### src/rtl/fp_operand_unpacker.sv
// Unpacks one IEEE-754 SP/DP word into sign, biased exponent and hidden-bit mantissa with a class code.
// Denormals are normalised one bit per cycle. ldin pulses once when the registered outputs are valid.
module fp_operand_unpacker #(
  parameter int MANT_W  = 53,
  parameter int EXP_W   = 11,
  parameter int SHIFT_W = 6
) (
  input  logic               clock,
  input  logic               reset,
  input  logic               start,
  input  logic [63:0]        word,
  input  logic               mode,
  output logic               busy,
  output logic               ldin,
  output logic [MANT_W-1:0]  mant,
  output logic [EXP_W-1:0]   exp,
  output logic               sign,
  output logic [2:0]         flags,
  output logic [SHIFT_W-1:0] norm_shift
);

  typedef enum logic [1:0] {
    S_IDLE     = 2'd0,
    S_CLASSIFY = 2'd1,
    S_NORM     = 2'd2,
    S_DONE     = 2'd3
  } state_t;

  localparam logic [2:0] FL_DENORM = 3'b000;
  localparam logic [2:0] FL_ZERO   = 3'b001;
  localparam logic [2:0] FL_INF    = 3'b010;
  localparam logic [2:0] FL_NAN    = 3'b011;
  localparam logic [2:0] FL_NORMAL = 3'b100;

  localparam logic [MANT_W-1:0]  HID_DP    = {1'b1, {(MANT_W-1){1'b0}}};
  localparam logic [MANT_W-1:0]  HID_SP    = {{(MANT_W-24){1'b0}}, 1'b1, 23'd0};
  localparam logic [MANT_W-1:0]  MANT_ZERO = {MANT_W{1'b0}};
  localparam logic [EXP_W-1:0]   EXP_ZERO  = {EXP_W{1'b0}};
  localparam logic [EXP_W-1:0]   EXP_ONE   = {{(EXP_W-1){1'b0}}, 1'b1};
  localparam logic [SHIFT_W-1:0] SH_ZERO   = {SHIFT_W{1'b0}};
  localparam logic [SHIFT_W-1:0] SH_ONE    = {{(SHIFT_W-1){1'b0}}, 1'b1};

  state_t              state_q, state_d;
  logic [63:0]         word_q, word_d;
  logic                mode_q, mode_d;
  logic [MANT_W-1:0]   work_q, work_d;
  logic [SHIFT_W-1:0]  cnt_q, cnt_d;
  logic                busy_q, busy_d;
  logic                ldin_q, ldin_d;
  logic [MANT_W-1:0]   mant_q, mant_d;
  logic [EXP_W-1:0]    exp_q, exp_d;
  logic                sign_q, sign_d;
  logic [2:0]          flags_q, flags_d;
  logic [SHIFT_W-1:0]  norm_shift_q, norm_shift_d;

  logic                sgn_s;
  logic [EXP_W-1:0]    e_s;
  logic [MANT_W-1:0]   f_s;
  logic [MANT_W-1:0]   hidden_s;
  logic                e_ones_s;
  logic                e_zero_s;
  logic                f_zero_s;
  logic [MANT_W-1:0]   shifted_s;
  logic                norm_hit_s;
  logic                accept_s;

  // State and output registers
  always_ff @(posedge clock or posedge reset) begin
    if (reset) begin
      state_q      <= S_IDLE;
      word_q       <= 64'd0;
      mode_q       <= 1'b0;
      work_q       <= MANT_ZERO;
      cnt_q        <= SH_ZERO;
      busy_q       <= 1'b0;
      ldin_q       <= 1'b0;
      mant_q       <= MANT_ZERO;
      exp_q        <= EXP_ZERO;
      sign_q       <= 1'b0;
      flags_q      <= 3'b000;
      norm_shift_q <= SH_ZERO;
    end else begin
      state_q      <= state_d;
      word_q       <= word_d;
      mode_q       <= mode_d;
      work_q       <= work_d;
      cnt_q        <= cnt_d;
      busy_q       <= busy_d;
      ldin_q       <= ldin_d;
      mant_q       <= mant_d;
      exp_q        <= exp_d;
      sign_q       <= sign_d;
      flags_q      <= flags_d;
      norm_shift_q <= norm_shift_d;
    end
  end

  // Field extraction from the latched operand; SP fields are zero-extended into the DP-sized lanes
  always_comb begin
    if (mode_q) begin
      sgn_s    = word_q[63];
      e_s      = EXP_W'(word_q[62:52]);
      f_s      = MANT_W'(word_q[51:0]);
      hidden_s = HID_DP;
      e_ones_s = &word_q[62:52];
      e_zero_s = ~|word_q[62:52];
      f_zero_s = ~|word_q[51:0];
    end else begin
      sgn_s    = word_q[31];
      e_s      = EXP_W'(word_q[30:23]);
      f_s      = MANT_W'(word_q[22:0]);
      hidden_s = HID_SP;
      e_ones_s = &word_q[30:23];
      e_zero_s = ~|word_q[30:23];
      f_zero_s = ~|word_q[22:0];
    end
  end

  // A denormal always needs at least one shift, so NORM finishes on the shift that lands bit H
  assign shifted_s  = {work_q[MANT_W-2:0], 1'b0};
  assign norm_hit_s = |(shifted_s & hidden_s);
  assign accept_s   = start && ((state_q == S_IDLE) || (state_q == S_DONE));

  // Next-state logic
  always_comb begin
    state_d = state_q;
    case (state_q)
      S_IDLE: begin
        if (start) state_d = S_CLASSIFY;
        else       state_d = S_IDLE;
      end
      S_CLASSIFY: begin
        if (e_zero_s && !f_zero_s) state_d = S_NORM;
        else                       state_d = S_DONE;
      end
      S_NORM: begin
        if (norm_hit_s) state_d = S_DONE;
        else            state_d = S_NORM;
      end
      S_DONE: begin
        if (start) state_d = S_CLASSIFY;
        else       state_d = S_IDLE;
      end
      default: state_d = S_IDLE;
    endcase
  end

  // Datapath and output next values; visible outputs only change on entry to DONE
  always_comb begin
    word_d       = word_q;
    mode_d       = mode_q;
    work_d       = work_q;
    cnt_d        = cnt_q;
    mant_d       = mant_q;
    exp_d        = exp_q;
    sign_d       = sign_q;
    flags_d      = flags_q;
    norm_shift_d = norm_shift_q;
    ldin_d       = (state_d == S_DONE);
    busy_d       = (state_d == S_CLASSIFY) || (state_d == S_NORM);

    if (accept_s) begin
      word_d = word;
      mode_d = mode;
    end else begin
      word_d = word_q;
      mode_d = mode_q;
    end

    case (state_q)
      S_CLASSIFY: begin
        if (e_zero_s && !f_zero_s) begin
          work_d = f_s;
          cnt_d  = SH_ZERO;
        end else begin
          sign_d       = sgn_s;
          norm_shift_d = SH_ZERO;
          if (e_ones_s) begin
            exp_d = e_s;
            if (!f_zero_s) begin
              flags_d = FL_NAN;
              mant_d  = f_s | hidden_s;
            end else begin
              flags_d = FL_INF;
              mant_d  = MANT_ZERO;
            end
          end else if (e_zero_s) begin
            flags_d = FL_ZERO;
            mant_d  = MANT_ZERO;
            exp_d   = EXP_ZERO;
          end else begin
            flags_d = FL_NORMAL;
            mant_d  = f_s | hidden_s;
            exp_d   = e_s;
          end
        end
      end
      S_NORM: begin
        work_d = shifted_s;
        cnt_d  = cnt_q + SH_ONE;
        if (norm_hit_s) begin
          mant_d       = shifted_s;
          exp_d        = EXP_ONE;
          sign_d       = sgn_s;
          flags_d      = FL_DENORM;
          norm_shift_d = cnt_q + SH_ONE;
        end else begin
          mant_d = mant_q;
        end
      end
      default: begin
        work_d = work_q;
      end
    endcase
  end

  assign busy       = busy_q;
  assign ldin       = ldin_q;
  assign mant       = mant_q;
  assign exp        = exp_q;
  assign sign       = sign_q;
  assign flags      = flags_q;
  assign norm_shift = norm_shift_q;

endmodule
### config.mk
export PLATFORM = sky130hd
export DESIGN_NAME = fp_operand_unpacker
export DESIGN_NICKNAME = d
export VERILOG_FILES = /design/src/rtl/fp_operand_unpacker.sv
export SDC_FILE = /design/constraint.sdc
export NUM_CORES = 1
export LEC_CHECK = 0
export CAP_MARGIN = 0
export CORE_ASPECT_RATIO = 1.2
export CORE_MARGIN = 2
export CORE_UTILIZATION = 30
export DETAILED_ROUTE_END_ITERATION = 8
export DONT_BUFFER_PORTS = 1
export PLACE_DENSITY = 0.41
export SLEW_MARGIN = 10
export SYNTH_ARGS = -nofsm -noshare
export SYNTH_HDL_FRONTEND = slang
export SYNTH_SLANG_ARGS = --single-unit
### constraint.sdc
create_clock -name clock -period 9.4 [get_ports clock]
set_input_delay 2.35 -clock clock [delete_from_list [all_inputs] [get_ports clock]]
set_output_delay 2.35 -clock clock [all_outputs]
set_load 0.05 [all_outputs]
==> After elaboration in Yosys (flattened, before gate mapping) <==
Index checks and enable logic that the tools add are counted.
{ "totals": {"reg_bits": 201} }
{ "op_classes": {"addsub": 1, "n_eq_ne": 9, "n_mux": 38, "bitwise_logic": 2, "reduce_logical": 21} }
{ "op_table": {"columns": ["operator", "count"], "rows": [
  ["2-to-1 mux 53 bit", 6],
  ["one-hot mux 53 bit (2 select lines)", 1],
  ["2-to-1 mux 52 bit", 2],
  ["one-hot mux 52 bit (2 select lines)", 1],
  ["2-to-1 mux 11 bit", 5],
  ["bitwise AND 53 bit", 1],
  ["bitwise OR 53 bit", 1],
  ["OR reduction 53 bit", 1],
  ["OR reduction 52 bit", 1],
  ["one-hot mux 6 bit (2 select lines)", 2],
  ["OR reduction 23 bit", 1],
  ["one-hot mux 11 bit (2 select lines)", 1],
  ["2-to-1 mux 6 bit", 3],
  ["2-to-1 mux 3 bit", 4],
  ["AND reduction 11 bit", 1],
  ["OR reduction 11 bit", 1],
  ["2-to-1 mux 1 bit", 10],
  ["equality test 2 bit (second input constant)", 4],
  ["AND reduction 8 bit", 1],
  ["OR reduction 8 bit", 1],
  ["adder 6 x 1 -> 6 bit (second input constant)", 1],
  ["!= test 2 bit (second input constant)", 3],
  ["one-hot mux 2 bit (3 select lines)", 1],
  ["one-hot mux 3 bit (2 select lines)", 1],
  ["10 further kinds", 17]
]} }

==> Longest topological paths before layout <==
Gate-level depths: netlist of run 1.
{ "depth": {"ltp_word": 9, "depth_mapped": 10} }

==> Least setup slack after synthesis of run 1 <==
Ideal clock, no wire load.
{ "synth_path": {"path_kind": "input to register", "from": "in start", "to": "reg busy_q, in the netlist busy", "setup_ps": 126, "arrival_time_ps": 3765, "slack_ps": 5509, "stages": 6, "n_path_buf": 2, "path_cell_list": "nand2_1 clkbuf_1 clkbuf_1 o21ai_0 mux2_2 ha_1"} }
{ "synth_via": {"elab_chain_cells": 4, "word_cells_on_any_way": 5, "classes_between": "eq/ne (2); mux (2); reduce/logical (1)"} }
{ "synth_lines": {"columns": ["item", "line_no", "source"], "rows": [
  ["start, declared", "10", "input logic start,"],
  ["2-to-1 mux 1 bit *", "129, 141", null],
  ["one-hot mux 2 bit (3 select lines) *", "127", "case (state_q)"],
  ["named net state_d[0]", "43", "state_t state_q, state_d;"],
  ["equality test 2 x 1 -> 1 bit or equality test 2 bit (tied branches)", "160", "busy_d = (state_d == S_CLASSIFY) || (state_d == S_NORM);"],
  ["logical OR 1 bit *", "160", null],
  ["named net busy_d", "48", "logic busy_q, busy_d;"],
  ["end signal, assigned", "88", "busy_q <= busy_d;"],
  ["end, declared", "48", null]
]} }
Mark *: on every way through the listed nets, which the timed path passes. The rest lies on a longest branch.
A chain may end at the register's enable or synchronous reset.

==> Worst setup path in the final report of run 1 <==
{ "layout_path": {"from": "reg mant_q[52], in the netlist mant[52]", "to": "out mant[52]"} }
{ "layout_lines": {"columns": ["item", "line_no", "source"], "rows": [
  ["start, declared", "50", "logic [MANT_W-1:0] mant_q, mant_d;"],
  ["start signal, assigned", "90", "mant_q <= mant_d;"],
  ["end, declared", "15", "output logic [MANT_W-1:0] mant,"]
]} }
No word-level cell between the ends.

==> impl_results.md, run 1 <==
* CTS tree: done
* Layout cells sized above 1 at 0.296
* ANT nets after route at 0
* GRT overflow at 0
* Placer's final routability congestion estimate at about 0.74
* Final Routed Wirelength at 24.4 mm
* Max Root-Sink Buffers at 3
* CTS clk-pin slew, worst paths at 0.06 ns
* WP data arrival at 1.21 ns
* Core Area at 30500 um^2
* Clock sink count at between 200 and 250
* R2R cell count at 5
* Flop-to-flop setup slack at 6.09 ns
* Synth cell types at 47
* Area growth from synthesis to layout at 12.2%
* Final setup viols at 0
* DR pass1 iterations at 4
* Hpwl dp at 15.7 mm
* CTS Hold Bufs at 0
* Max cap viols at 0
* Vias after detailed routing at 5989
* Syn_nets at 811
* H-tree depth at 1
* Ys flop type: dfrtp_1
* Die area at ~32000 um^2
* Main combinational cell family by area after synthesis: multiplexers
* Post-route minimum period at 3.56 ns
* First-pass GRT wire length at 38.2 mm
* Accumulated negative setup slack at 0 ns
* Vias in the first global route at 6349
* Multiplexer share of the synthesized area at 0.203
* Worst path required time at around 7.1 ns
* Die Wd at 164 um
* Pre-CTS worst setup slack at 5.30 ns
* DRC at 0
* Setup repair bufs after CTS at 0
* Pwr/cell area at between 400 and 500 nW/um^2
* Avg Synthesized Cell Area at roughly 13 um^2
* Post_cts resized at 0
* Worst skew pair latency at 0.51 ns
* Critical Path Sink Type: output port
* R2R Path End: work_q[25]
* Synth Area in Simple Gates at 0.0525
* RSZ-0062 raised after global routing: false
* Final nets at 789
* Die H at 197 um
* DR WL/cell at 21.6 um
* Worst VDD drop at 0.176 mV
* Main area contributors after synthesis: dfrtp_1 (54%), mux2_2 (18%), a22o_1 (5.4%)
* Synth warn at 0
* Post-synthesis sequential area ratio at 0.543
* Initial drt markers at 344
* Peak Freq at 281 MHz
* # IOs at 144
* Largest net degree at the start of global routing at around 130
* Post-synth top area share at 0.543
* Fin crit share at 0.379
* CP Max Fanout at 2
* Hold Crit Class: flop to flop
* Run status: finished, final reports clean
* Adder-Cell Fraction of Synth Area at 0.00675
* Final hold viol count at 0
* Slew Limit Fails at 0
* Hold wc startpoint: word_q[63]
* Mapped Area at approximately 9300 um^2
* Hold Crit Depth at 1
* Worst-margin pin slew at 1.13 ns
* Vias per inst at 5.29
* Fill cells at roughly 3000
* Leading cell type in the layout, fill and taps excluded: dfrtp_1
* Worst r2r src: word_q[0]
* Cts bufs inserted at 24
* Synth Area in XOR/XNOR at 0.00284
* Leak pwr at 4.54 nW
* Rel. slew slack at 0.245
* Antenna violations before repair at 11
* Post-route setup slack at a little under 6 ns
* Initial core utilization at 0.304
* Hold Path End: word_q[63]
* FF+latch count, synth at 201
* GR Util All Layers at 0.151
* CTS root buffer: clkbuf_16
* Most frequent cells in the layout: dfrtp_1 (201), mux2_2 (151), a22o_1 (57)
* Startpoint types: flop
* Worst clock skew at 0.00933 ns
* Design area at around 10000 um^2
* Number of synthesized flops with an enable pin at 0
* Area after DPL at 9610 um^2
* Synth Area in Compound Gates at 0.145
* Cells after Synth at around 740
* Number of port buffers at 0
* Asr flop ratio synth at 1.00
* Worst setup path class: flop to output port
* Row Count at 70
* Synth area leader: dfrtp_1
flip-flops by register name, summed over array words and instances (netlist names):
signal and count:
ldin 1, cnt_q 6, work_q 52, word_q 64
sign 1, mant 53, exp 11, norm_shift 6
busy 1, flags 3, state_q 2, mode_q 1
power breakdown:
part	switching (mW)	internal, mW
clock network	0.361	0.551
logic	0.862	0.876
registers	0.822	1.23
metal layers:
layer	vias to the layer above	share of wire	GRT usage	routed length, um
met5	-	0.0029	0	72
met1	3078	0.41	0.189	10000
met3	41	0.080	0.0480	1940
met4	12	0.017	0.0361	409
met2	148	0.49	0.253	11900
li1	2710	-	-	-
how the worst max path moves through the flow:
| stage | from | to | depth (start not counted) |
|---|---|---|---|
| final | mant[52] | mant[52] | 0 |
| after global routing | reset | mant[40] | 2 |
| after CTS | flags[1] | flags[1] | 0 |
| after detailed placement | reset | mant[42] | 2 |
| after global placement | reset | word_q[39] | 2 |
| after floorplan | reset | busy | 1 |
Yosys cell counts (5+ instances only):
library cell / number
buf_4: 6
o211ai_1: 23
o221a_1: 14
inv_1: 41
dfrtp_1: 201
ha_1: 5
o221a_2: 8
nor3_1: 6
nor2_1: 8
clkbuf_1: 36
nor4_1: 20
o22ai_1: 24
mux2_2: 151
nand2_1: 40
buf_2: 10
nand4_1: 5
o21ai_0: 7
nand3_1: 8
mux2i_1: 18
a21o_1: 8
a22o_1: 57
final cells by class:
cell class,count,area [um^2],share of cell area
Inverter,42,165,0.0159
Timing Repair Buffer,10,75.1,0.00722
Antenna cell,4,10.0,0.000963
Clock inverter,7,62.6,0.00602
Sequential cell,201,5030,0.484
Clock buffer,36,717,0.0689
Multi-Input combinational cell,437,3840,0.370
Tap cell,396,495,0.0476
cell families (layout without fill, tap and decap cells):
logic type / Yosys count / in the layout
xor gates and xnor gates: 3 / 3
DFF: 201 / 201
muxes: 169 / 169
and+or+nand+nor: 99 / 99
buffers and inverters: 100 / 95
AOI/OAI and AO/OA: 161 / 161
other: 0 / 4
adders and majority gates: 5 / 5
stage by stage:
stage	hold slack [ns]	total power, mW	cells	util
after detailed placement	0.512	3.85	1086	0.315
after floorplan	0.474	3.39	738	-
after global placement	0.484	3.80	1086	0.315
final	0.533	4.71	1133	0.341
after global routing	0.538	5.02	1130	0.341
after CTS	0.526	4.79	1129	0.341
worst register-to-register path: stages, from the launching register on:
cell and delay, ns:
dfrtp_1 0.41, nor4_1 0.46, nand4_1 0.35, or3_1 0.85, o221a_4 0.69, mux2_2 0.44
(Power assumes the default switching activity.)
==> inputs of run 2 (changes only) <==
Settings changed: PLACE_DENSITY 0.41 to 0.42.
Clock period 9.4 ns to 3.1 ns, I/O delays scaled along.
==> impl_results.md, run 2 (synthesis results as in run 1) <==
* Run status: finished, final reports clean
* Die area at 32300 um^2 (unchanged)
* Pwr/cell area at 1410 nW/um^2 (+210%)
* Largest net degree at the start of global routing at 111 (-12%)
* Slew Limit Fails at 0 (unchanged)
* Rel. slew slack at 0.385 (+0.140)
* Leading cell type in the layout, fill and taps excluded: dfrtp_1
* Final hold viol count at 0 (unchanged)
* DR pass1 iterations at 5 (+1)
* Vias in the first global route at 6532 (+2.9%)
* Fill cells at 2997 (-0.13%)
* GR Util All Layers at 0.155 (+0.00387)
* Top reg by flops: word_q
* Worst setup path class: flop to flop
* RSZ-0062 raised after global routing: false
* Clock sink count at 201 (unchanged)
* Worst-margin pin slew at 0.922 ns (-0.210 ns)
* DR WL/cell at 21.5 um (-0.20%)
* Startpoint types: flop
* Post-route setup slack at 0.211 ns (-5.63 ns)
* Initial core utilization at 0.304 (unchanged)
* Fin util at 0.355 (+0.0142)
* Row Count at 70 (unchanged)
* # IOs at 144 (unchanged)
* Leak pwr at 4.76 nW (+4.9%)
* Crit-path leading delay family: simple AND/OR/NAND/NOR gates
* Antenna violations before repair at 11 (unchanged)
* Initial drt markers at 316 (-8.1%)
* First-pass GRT wire length at 39.1 mm (+2.6%)
* Peak Freq at approximately 350 MHz
* H-tree depth at 1 (unchanged)
* Slowest Stage Delay on Critical Path at 0.82 ns
* Hold Crit Class: input port to async pin
* Final Routed Wirelength at 25.0 mm (+2.4%)
* Max cap viols at 0 (unchanged)
* Max FFs per register at 64 (unchanged)
* Hpwl dp at 17.0 mm (+8.2%)
* ANT nets after route at 0 (unchanged)
* Vias after detailed routing at 6156 (+2.8%)
* Worst VDD drop at 0.674 mV (+280%)
* Die H at 197 um (unchanged)
* Post-route minimum period at between 2 and 3 ns
* Vias per inst at 5.30 (+0.22%)
* Cts bufs inserted at 24 (unchanged)
* Buf+Inv Stages, Crit Path at 1
* Final setup viols at 0 (unchanged)
* Critical Path Sink Type: flop
* Area growth from synthesis to layout at 16.9%
* Fin crit share at 0.932
* Worst path required time at 3.49 ns (-3.56 ns)
* CTS tree: done
* CTS clk-pin slew, worst paths at 0.06 ns (about the same)
* Most frequent cells in the layout: dfrtp_1 (201), mux2_2 (151), a22o_1 (57)
* Die Wd at 164 um (unchanged)
* Max Root-Sink Buffers at 3 (unchanged)
* Number of port buffers at 0 (unchanged)
* Cells along the critical path: nor4_1, nand3b_1, buf_4, nand3_1, o221a_4, mux2_2
* Post_cts resized at 0 (unchanged)
* Total power at 15.2 mW (+220%)
* DRC at 0 (unchanged)
* GRT overflow at 0 (unchanged)
* Core Area at 30500 um^2 (unchanged)
* Placer's final routability congestion estimate at 0.732 (-1.7%)
* Worst skew pair latency at 0.52 ns (about the same)
* Final nets at 819 (+3.8%)
* CP max stage cell: o221a_4
* CP Max Fanout at 58 (+56)
* Pre-CTS worst setup slack at 0.135 ns (-5.16 ns)
* Layout cells sized above 1 at 0.327 (+0.0307)
* WP data arrival at 3.27 ns (+2.06 ns)
* Worst clock skew at 0.0194 ns (+0.0101 ns)
* CTS root buffer: clkbuf_16
==> run 2: cell count changes in the layout (fill, tap and decap cells not counted), sizes merged <==
| cell | delta |
|---|---|
| a2bb2oi | +1 |
| clkinvlp | +1 |
| clkinv | -3 |
| clkbuf | -3 |
| inv | -1 |
| buf | +29 |
| bufinv | +5 |
==> run 2: metal layers <==
metal | vias up | global-route usage | routed length [um]
met5 | - | 0 | 83
met4 | 14 | 0.0367 | 432
met3 | 40 | 0.0484 | 1900
met2 | 169 | 0.266 | 12400
met1 | 3154 | 0.189 | 10200
li1 | 2779 | - | -
==> run 2: worst reg2reg max path: cells and delay by family, from the launching register on <==
family	cells	cell delay, ns
and+or+nand+nor	3	0.87
AOI/OAI and AO/OA	1	0.82
buffers and inverters	1	0.21
DFF	1	0.46
muxes	1	0.42
==> run 2: path summary, 6_finish.rpt <==
| check | startpoint | to | slack (ns) | cells past startpoint |
|---|---|---|---|---|
| max in group asynchronous | reset | word_q[23] | 2.17 | 2 |
| min reg2reg | word_q[63] | word_q[63] | 0.52 | 1 |
| max | word_q[26] | work_q[31] | 0.21 | 6 |
| min in group clock | word[42] | word_q[42] | 0.41 | 1 |
| min | reset | work_q[44] | 0.07 | 1 |
| max reg2reg | word_q[26] | work_q[31] | 0.21 | 6 |
==> run 2: cell type report <==
class	instances	area [um^2]	area share
well taps	396	495	0.0457
repair buffers	39	368	0.0340
flip-flops and latches	201	5030	0.464
clock inverters	9	201	0.0186
diodes	4	10.0	0.000924
inverters	42	161	0.0149
clock buffers	33	706	0.0652
multi-input cells	438	3860	0.356
==> run 2: metrics by stage <==
step,cells,hold slack [ns],area (um^2),TNS (ns)
floorplan,738,0.474,9270,-55.74
global placement,1113,0.486,9860,0
detailed placement,1113,0.499,9860,0
CTS,1155,0.0465,10800,0
global route,1158,0.0474,10800,0
finish,1162,0.0655,10800,0
==> run 2: what timing repair did <==
action / CTS / global route
setup endpoints to repair: 0 / 44
hold buffers: 0 / 0
setup buffers: 0 / 2
==> run 2: power breakdown <==
group	internal (mW)	switching [mW]
clock network	2.08	1.09
registers	3.75	2.39
logic	3.05	2.86
total	8.88	6.34
